`src/rtl/miriscv_lsu.sv`:
```
// Load/store unit: turns one core memory request into one bus transaction,
// formats load data by size/sign, and flags misaligned, illegal-size and
// timed-out accesses with a single-cycle error pulse.
//
// Bus handshake: data_req_o is asserted from the cycle after a legal request
// is accepted and held, together with addr/we/be/wdata, until data_ack_i is
// seen high on a rising edge while in BUSY (or the timeout expires). An ack
// completes the transfer on that edge; acks seen outside BUSY are ignored.
module miriscv_lsu #(
  parameter int TIMEOUT_CYCLES = 255
) (
  input  logic        clk_i,
  input  logic        reset,
  input  logic        lsu_req_i,
  input  logic        lsu_we_i,
  input  logic [2:0]  lsu_size_i,
  input  logic [31:0] lsu_addr_i,
  input  logic [31:0] lsu_data_i,
  output logic [31:0] lsu_data_o,
  output logic        lsu_stall_req_o,
  output logic        lsu_err_o,
  output logic        data_req_o,
  output logic        data_we_o,
  output logic [3:0]  data_be_o,
  output logic [31:0] data_addr_o,
  output logic [31:0] data_wdata_o,
  input  logic [31:0] data_rdata_i,
  input  logic        data_ack_i,
  output logic [1:0]  dbg_state_o
);

  typedef enum logic [1:0] {
    IDLE = 2'd0,
    BUSY = 2'd1,
    DONE = 2'd2
  } state_t;

  // Counter only needs to reach TIMEOUT_CYCLES-1 (last BUSY cycle index).
  localparam int CNT_W = (TIMEOUT_CYCLES < 2) ? 1 : $clog2(TIMEOUT_CYCLES);
  localparam logic [CNT_W-1:0] CNT_LAST = CNT_W'(TIMEOUT_CYCLES - 1);

  state_t            r_state;
  state_t            w_next_state;
  logic [CNT_W-1:0]  r_cnt;
  logic [2:0]        r_size;
  logic [1:0]        r_addr_lo;
  logic [31:0]       r_lsu_data;
  logic              r_err;
  logic              r_req;
  logic              r_we;
  logic [3:0]        r_be;
  logic [31:0]       r_addr;
  logic [31:0]       r_wdata;

  logic              w_bad;
  logic [3:0]        w_be;
  logic [31:0]       w_wdata;
  logic              w_timeout;
  logic [31:0]       w_shift;
  logic [15:0]       w_half;
  logic [31:0]       w_load_data;

  // Decode request size: byte enables, replicated store data, legality.
  always_comb begin
    w_be    = 4'b0000;
    w_wdata = lsu_data_i;
    w_bad   = 1'b0;
    case (lsu_size_i)
      3'b000, 3'b100: begin
        w_be    = 4'b0001 << lsu_addr_i[1:0];
        w_wdata = {4{lsu_data_i[7:0]}};
      end
      3'b001, 3'b101: begin
        w_be    = lsu_addr_i[1] ? 4'b1100 : 4'b0011;
        w_wdata = {2{lsu_data_i[15:0]}};
        w_bad   = lsu_addr_i[0];
      end
      3'b010: begin
        w_be    = 4'b1111;
        w_bad   = (lsu_addr_i[1:0] != 2'b00);
      end
      default: w_bad = 1'b1;
    endcase
  end

  // Select and extend the load lane using the registered size/offset.
  always_comb begin
    w_shift     = data_rdata_i >> {r_addr_lo, 3'b000};
    w_half      = r_addr_lo[1] ? data_rdata_i[31:16] : data_rdata_i[15:0];
    w_load_data = data_rdata_i;
    case (r_size)
      3'b000:  w_load_data = {{24{w_shift[7]}}, w_shift[7:0]};
      3'b100:  w_load_data = {24'd0, w_shift[7:0]};
      3'b001:  w_load_data = {{16{w_half[15]}}, w_half};
      3'b101:  w_load_data = {16'd0, w_half};
      default: w_load_data = data_rdata_i;
    endcase
  end

  // Timeout fires only when the last BUSY cycle passes without an ack.
  assign w_timeout = (r_cnt == CNT_LAST) && !data_ack_i;

  // Next-state logic.
  always_comb begin
    w_next_state = r_state;
    case (r_state)
      IDLE:    if (lsu_req_i) w_next_state = w_bad ? DONE : BUSY;
      BUSY:    if (data_ack_i || w_timeout) w_next_state = DONE;
      DONE:    w_next_state = IDLE;
      default: w_next_state = IDLE;
    endcase
  end

  // State register.
  always_ff @(posedge clk_i) begin
    if (reset) r_state <= IDLE;
    else       r_state <= w_next_state;
  end

  // Bus request registers, timeout counter, load result and error pulse.
  always_ff @(posedge clk_i) begin
    if (reset) begin
      r_cnt      <= '0;
      r_size     <= 3'b000;
      r_addr_lo  <= 2'b00;
      r_lsu_data <= 32'd0;
      r_err      <= 1'b0;
      r_req      <= 1'b0;
      r_we       <= 1'b0;
      r_be       <= 4'b0000;
      r_addr     <= 32'd0;
      r_wdata    <= 32'd0;
    end else begin
      r_err <= 1'b0;
      case (r_state)
        IDLE: begin
          if (lsu_req_i) begin
            if (w_bad) begin
              r_err <= 1'b1;
            end else begin
              r_req     <= 1'b1;
              r_we      <= lsu_we_i;
              r_be      <= w_be;
              r_addr    <= {lsu_addr_i[31:2], 2'b00};
              r_wdata   <= w_wdata;
              r_size    <= lsu_size_i;
              r_addr_lo <= lsu_addr_i[1:0];
              r_cnt     <= '0;
            end
          end
        end
        BUSY: begin
          if (data_ack_i) begin
            r_req <= 1'b0;
            if (!r_we) r_lsu_data <= w_load_data;
          end else if (w_timeout) begin
            r_req      <= 1'b0;
            r_err      <= 1'b1;
            r_lsu_data <= 32'd0;
          end else begin
            r_cnt <= r_cnt + 1'b1;
          end
        end
        default: ;
      endcase
    end
  end

  assign lsu_stall_req_o = ((r_state == IDLE) && lsu_req_i) || (r_state == BUSY);
  assign lsu_data_o      = r_lsu_data;
  assign lsu_err_o       = r_err;
  assign data_req_o      = r_req;
  assign data_we_o       = r_we;
  assign data_be_o       = r_be;
  assign data_addr_o     = r_addr;
  assign data_wdata_o    = r_wdata;
  assign dbg_state_o     = r_state;

endmodule

```
`config.mk`:
```
export PLATFORM = sky130hd
export DESIGN_NAME = miriscv_lsu
export DESIGN_NICKNAME = d
export VERILOG_FILES = /design/src/rtl/miriscv_lsu.sv
export SDC_FILE = /design/constraint.sdc
export NUM_CORES = 1
export LEC_CHECK = 0
export ABC_AREA = 1
export BUFFER_PORTS_ARGS = -buffer_cell sky130_fd_sc_hd__clkbuf_2
export CAP_MARGIN = 20
export CORE_ASPECT_RATIO = 0.6
export CORE_MARGIN = 2
export CORE_UTILIZATION = 47
export DETAILED_ROUTE_END_ITERATION = 12
export PLACE_DENSITY = 0.78
export SYNTH_ARGS = -nofsm -noshare
export SYNTH_HDL_FRONTEND = slang
export SYNTH_SLANG_ARGS = --single-unit
```
`constraint.sdc`:
```
create_clock -name clk_i -period 4.28 [get_ports clk_i]
set_input_delay 0.428 -clock clk_i [delete_from_list [all_inputs] [get_ports clk_i]]
set_output_delay 0.428 -clock clk_i [all_outputs]
set_load 0.005 [all_outputs]
```
==> results.toml <==
[sta]
max_freq_mhz = 426
rsz0062_at_grt = "no"
hold_violations = 0
slew_headroom_pct = 31.4
worst_pin_slew_ns = 1.03
slew_viol_final = 0
finalCritPeriodShare_pct = 54.8
final.setup.tns_ns = 0
setup_viol = 0
fin_crit_ns = 2.35
finClkSkew_ns = 0.0103
whs_ns = 0.247

[power]
ir_drop_mv = 0.359
power_density_mw_per_mm2 = 438
leakage_nw = 3.26

[die]
dieWidth_um = 144
die_h_um = 88.0
io_pins = 210
die-area_mm2 = 0.0127
rows = 30
core_area_mm2 = 0.0114
initial_utilization_pct = 48.6

[worst_setup_path]
crit_required_ns = 4.53
worstPathArrival_ns = 2.60
rr_worst_depth = 7
critical_path_peak_fanout = 18
worstSetupPathType = "reg2reg"
endpoint_kind = "flip-flop"
start_kind = "flip-flop"

[synth]
syn-instance-count = 809
ys_types = 33
synth_compound_area_share_pct = 19.3
synth-seq-cells = 116
synth.area.mux_share_pct = 0
synth_adder_area_share_pct = 0.453
yosys.area_share.simple_pct = 29.9
synth_xor_area_share_pct = 0
synth_top_family_by_area = "simple AND/OR/NAND/NOR gates"
synth_area_per_cell_um2 = 6.83
yosysWarnings = 0
netlist_area_mm2 = 0.00553
seq_area_frac_synth_pct = 42.0

[min_path]
hold_class = "in2reg"
holdPathStages = 3

[clocking]
clkTransAtPathRegs_ns = 0.06
cts_hold_buffers = 0
cts_tree = "yes"
cts_sinks = 116
cts_buffers = 17
htreeDepth = 4
clk-insertion-delay-late_ns = 0.41
postCtsSetupRepairBufs = 0
ctsResizeCount = 0
clockRootBuffer = "clkbuf_16"
cts_buffer_depth = 2

[global_routing]
gr-total-overflow = 0
grt_max_degree = 92
antenna_found_initial = 0
grt_usage_pct = 26.5
grt_pass1_wl_mm = 25.9
grt_pass1_vias = 5007

[status]
status = "finished, final reports clean"

[routing]
wl_per_cell_um = 14.4
detail_route.drc_violations = 0
num_vias = 5757
first_pass_iters = 5
drtIter0Drc = 575
ant_nets = 0
routed_wl_mm = 16.6
routed_via_density = 4.97

[layout]
fillers = 1122
multi_input_area_mm2 = 0.00276
layout.nets = 1091
final_cell_mix = "nand2_1, clkbuf_2, a21oi_1"
area_delta_synth_final_pct = 28.4
diodes = 0
regArea_mm2 = 0.00232
layout_commonest_cell = "nand2_1"
utilization_pct = 62.4
drive_gt1_share_pct = 27.7

[placed_design]
io_buffers = 207
dp_hpwl_mm = 11.9
gp_congestion = 0.989

[flow_run]
drv_cap = 0
## path summary, 6_finish.rpt
path	end	startpoint	slack, ns
setup reg to reg	lsu_data_o[30]	r_addr_lo[1]	1.93
hold / removal	data_addr_o[29]	lsu_addr_i[29]	0.25
setup / recovery	lsu_data_o[30]	r_addr_lo[1]	1.93
hold reg to reg	data_be_o[2]	data_be_o[2]	0.46
## cell type report
type / instances / share of cell area [%]
Clock inverter: 14 / 2.50
Tap cell: 160 / 2.82
Timing Repair Buffer: 208 / 14.7
Sequential cell: 116 / 32.7
Inverter: 41 / 2.17
Multi-Input combinational cell: 601 / 38.9
Clock buffer: 18 / 6.19
## logic make-up after synthesis
| logic type | Yosys count |
|---|---|
| buffers and inverters | 93 |
| AOI/OAI and AO/OA | 201 |
| adders and majority gates | 2 |
| other | 1 |
| DFF | 116 |
| and+or+nand+nor | 396 |
## per-stage QoR
step,power [mW],std cells,instance area (µm²),worst slack [ns]
CTS,3.12,1158,7100,1.98
finish,3.11,1158,7100,1.93
global placement,1.65,1126,6480,1.68
detailed placement,1.65,1126,6480,1.64
global route,3.25,1158,7100,1.67
floorplan,1.49,810,5530,2.84
## registers in the layout, indices dropped and copies added, names as in the netlist
| name | count |
|---|---|
| data_addr_o | 30 |
| data_be_o | 4 |
| data_req_o | 1 |
| data_wdata_o | 32 |
| data_we_o | 1 |
| dbg_state_o | 2 |
| lsu_data_o | 32 |
| lsu_err_o | 1 |
| r_addr_lo | 2 |
| r_cnt | 8 |
| r_size | 3 |
## worst max-delay path, stage by stage, from the launching register on
cell     delay, ns
dfxtp_1       0.68
inv_1         0.33
nand3_1       0.17
nand2_1       0.10
nand2_1       0.26
nand3_2       0.35
nand2_1       0.22
a21oi_1       0.08
## report_power, final
part | switching [mW] | internal [mW]
combinational | 0.298 | 0.163
sequential | 0.0403 | 1.14
clock | 0.532 | 0.937
total | 0.870 | 2.24
## Yosys cell counts, drive strengths merged
library cell | n | share of area, %
conb | 1 | 0.068
nor3 | 3 | 0.27
ha | 2 | 0.45
nand4 | 3 | 0.34
buf | 29 | 3.9
a211oi | 1 | 0.14
and2 | 5 | 0.57
nand2 | 301 | 21
a21oi | 129 | 12
a21o | 2 | 0.27
clkinv | 1 | 0.068
o21bai | 1 | 0.14
or2 | 2 | 0.23
nor3b | 2 | 0.27
nand3 | 31 | 3.3
o21ai | 59 | 5.3
dfxtp | 116 | 42
clkbuf | 23 | 1.6
o22ai | 7 | 0.79
o211ai | 2 | 0.27
nor2 | 49 | 3.7
inv | 40 | 2.7
## layer usage
| metal | wire (µm) | track usage (%) | vias to the layer above |
|---|---|---|---|
| met2 | 6400 | 34.0 | 238 |
| met5 | 0 | 0 | - |
| li1 | - | - | 2971 |
| met4 | 132 | 6.42 | 0 |
| met1 | 8390 | 41.3 | 2534 |
| met3 | 1710 | 9.19 | 14 |
Power figures use the tool's default switching activity.
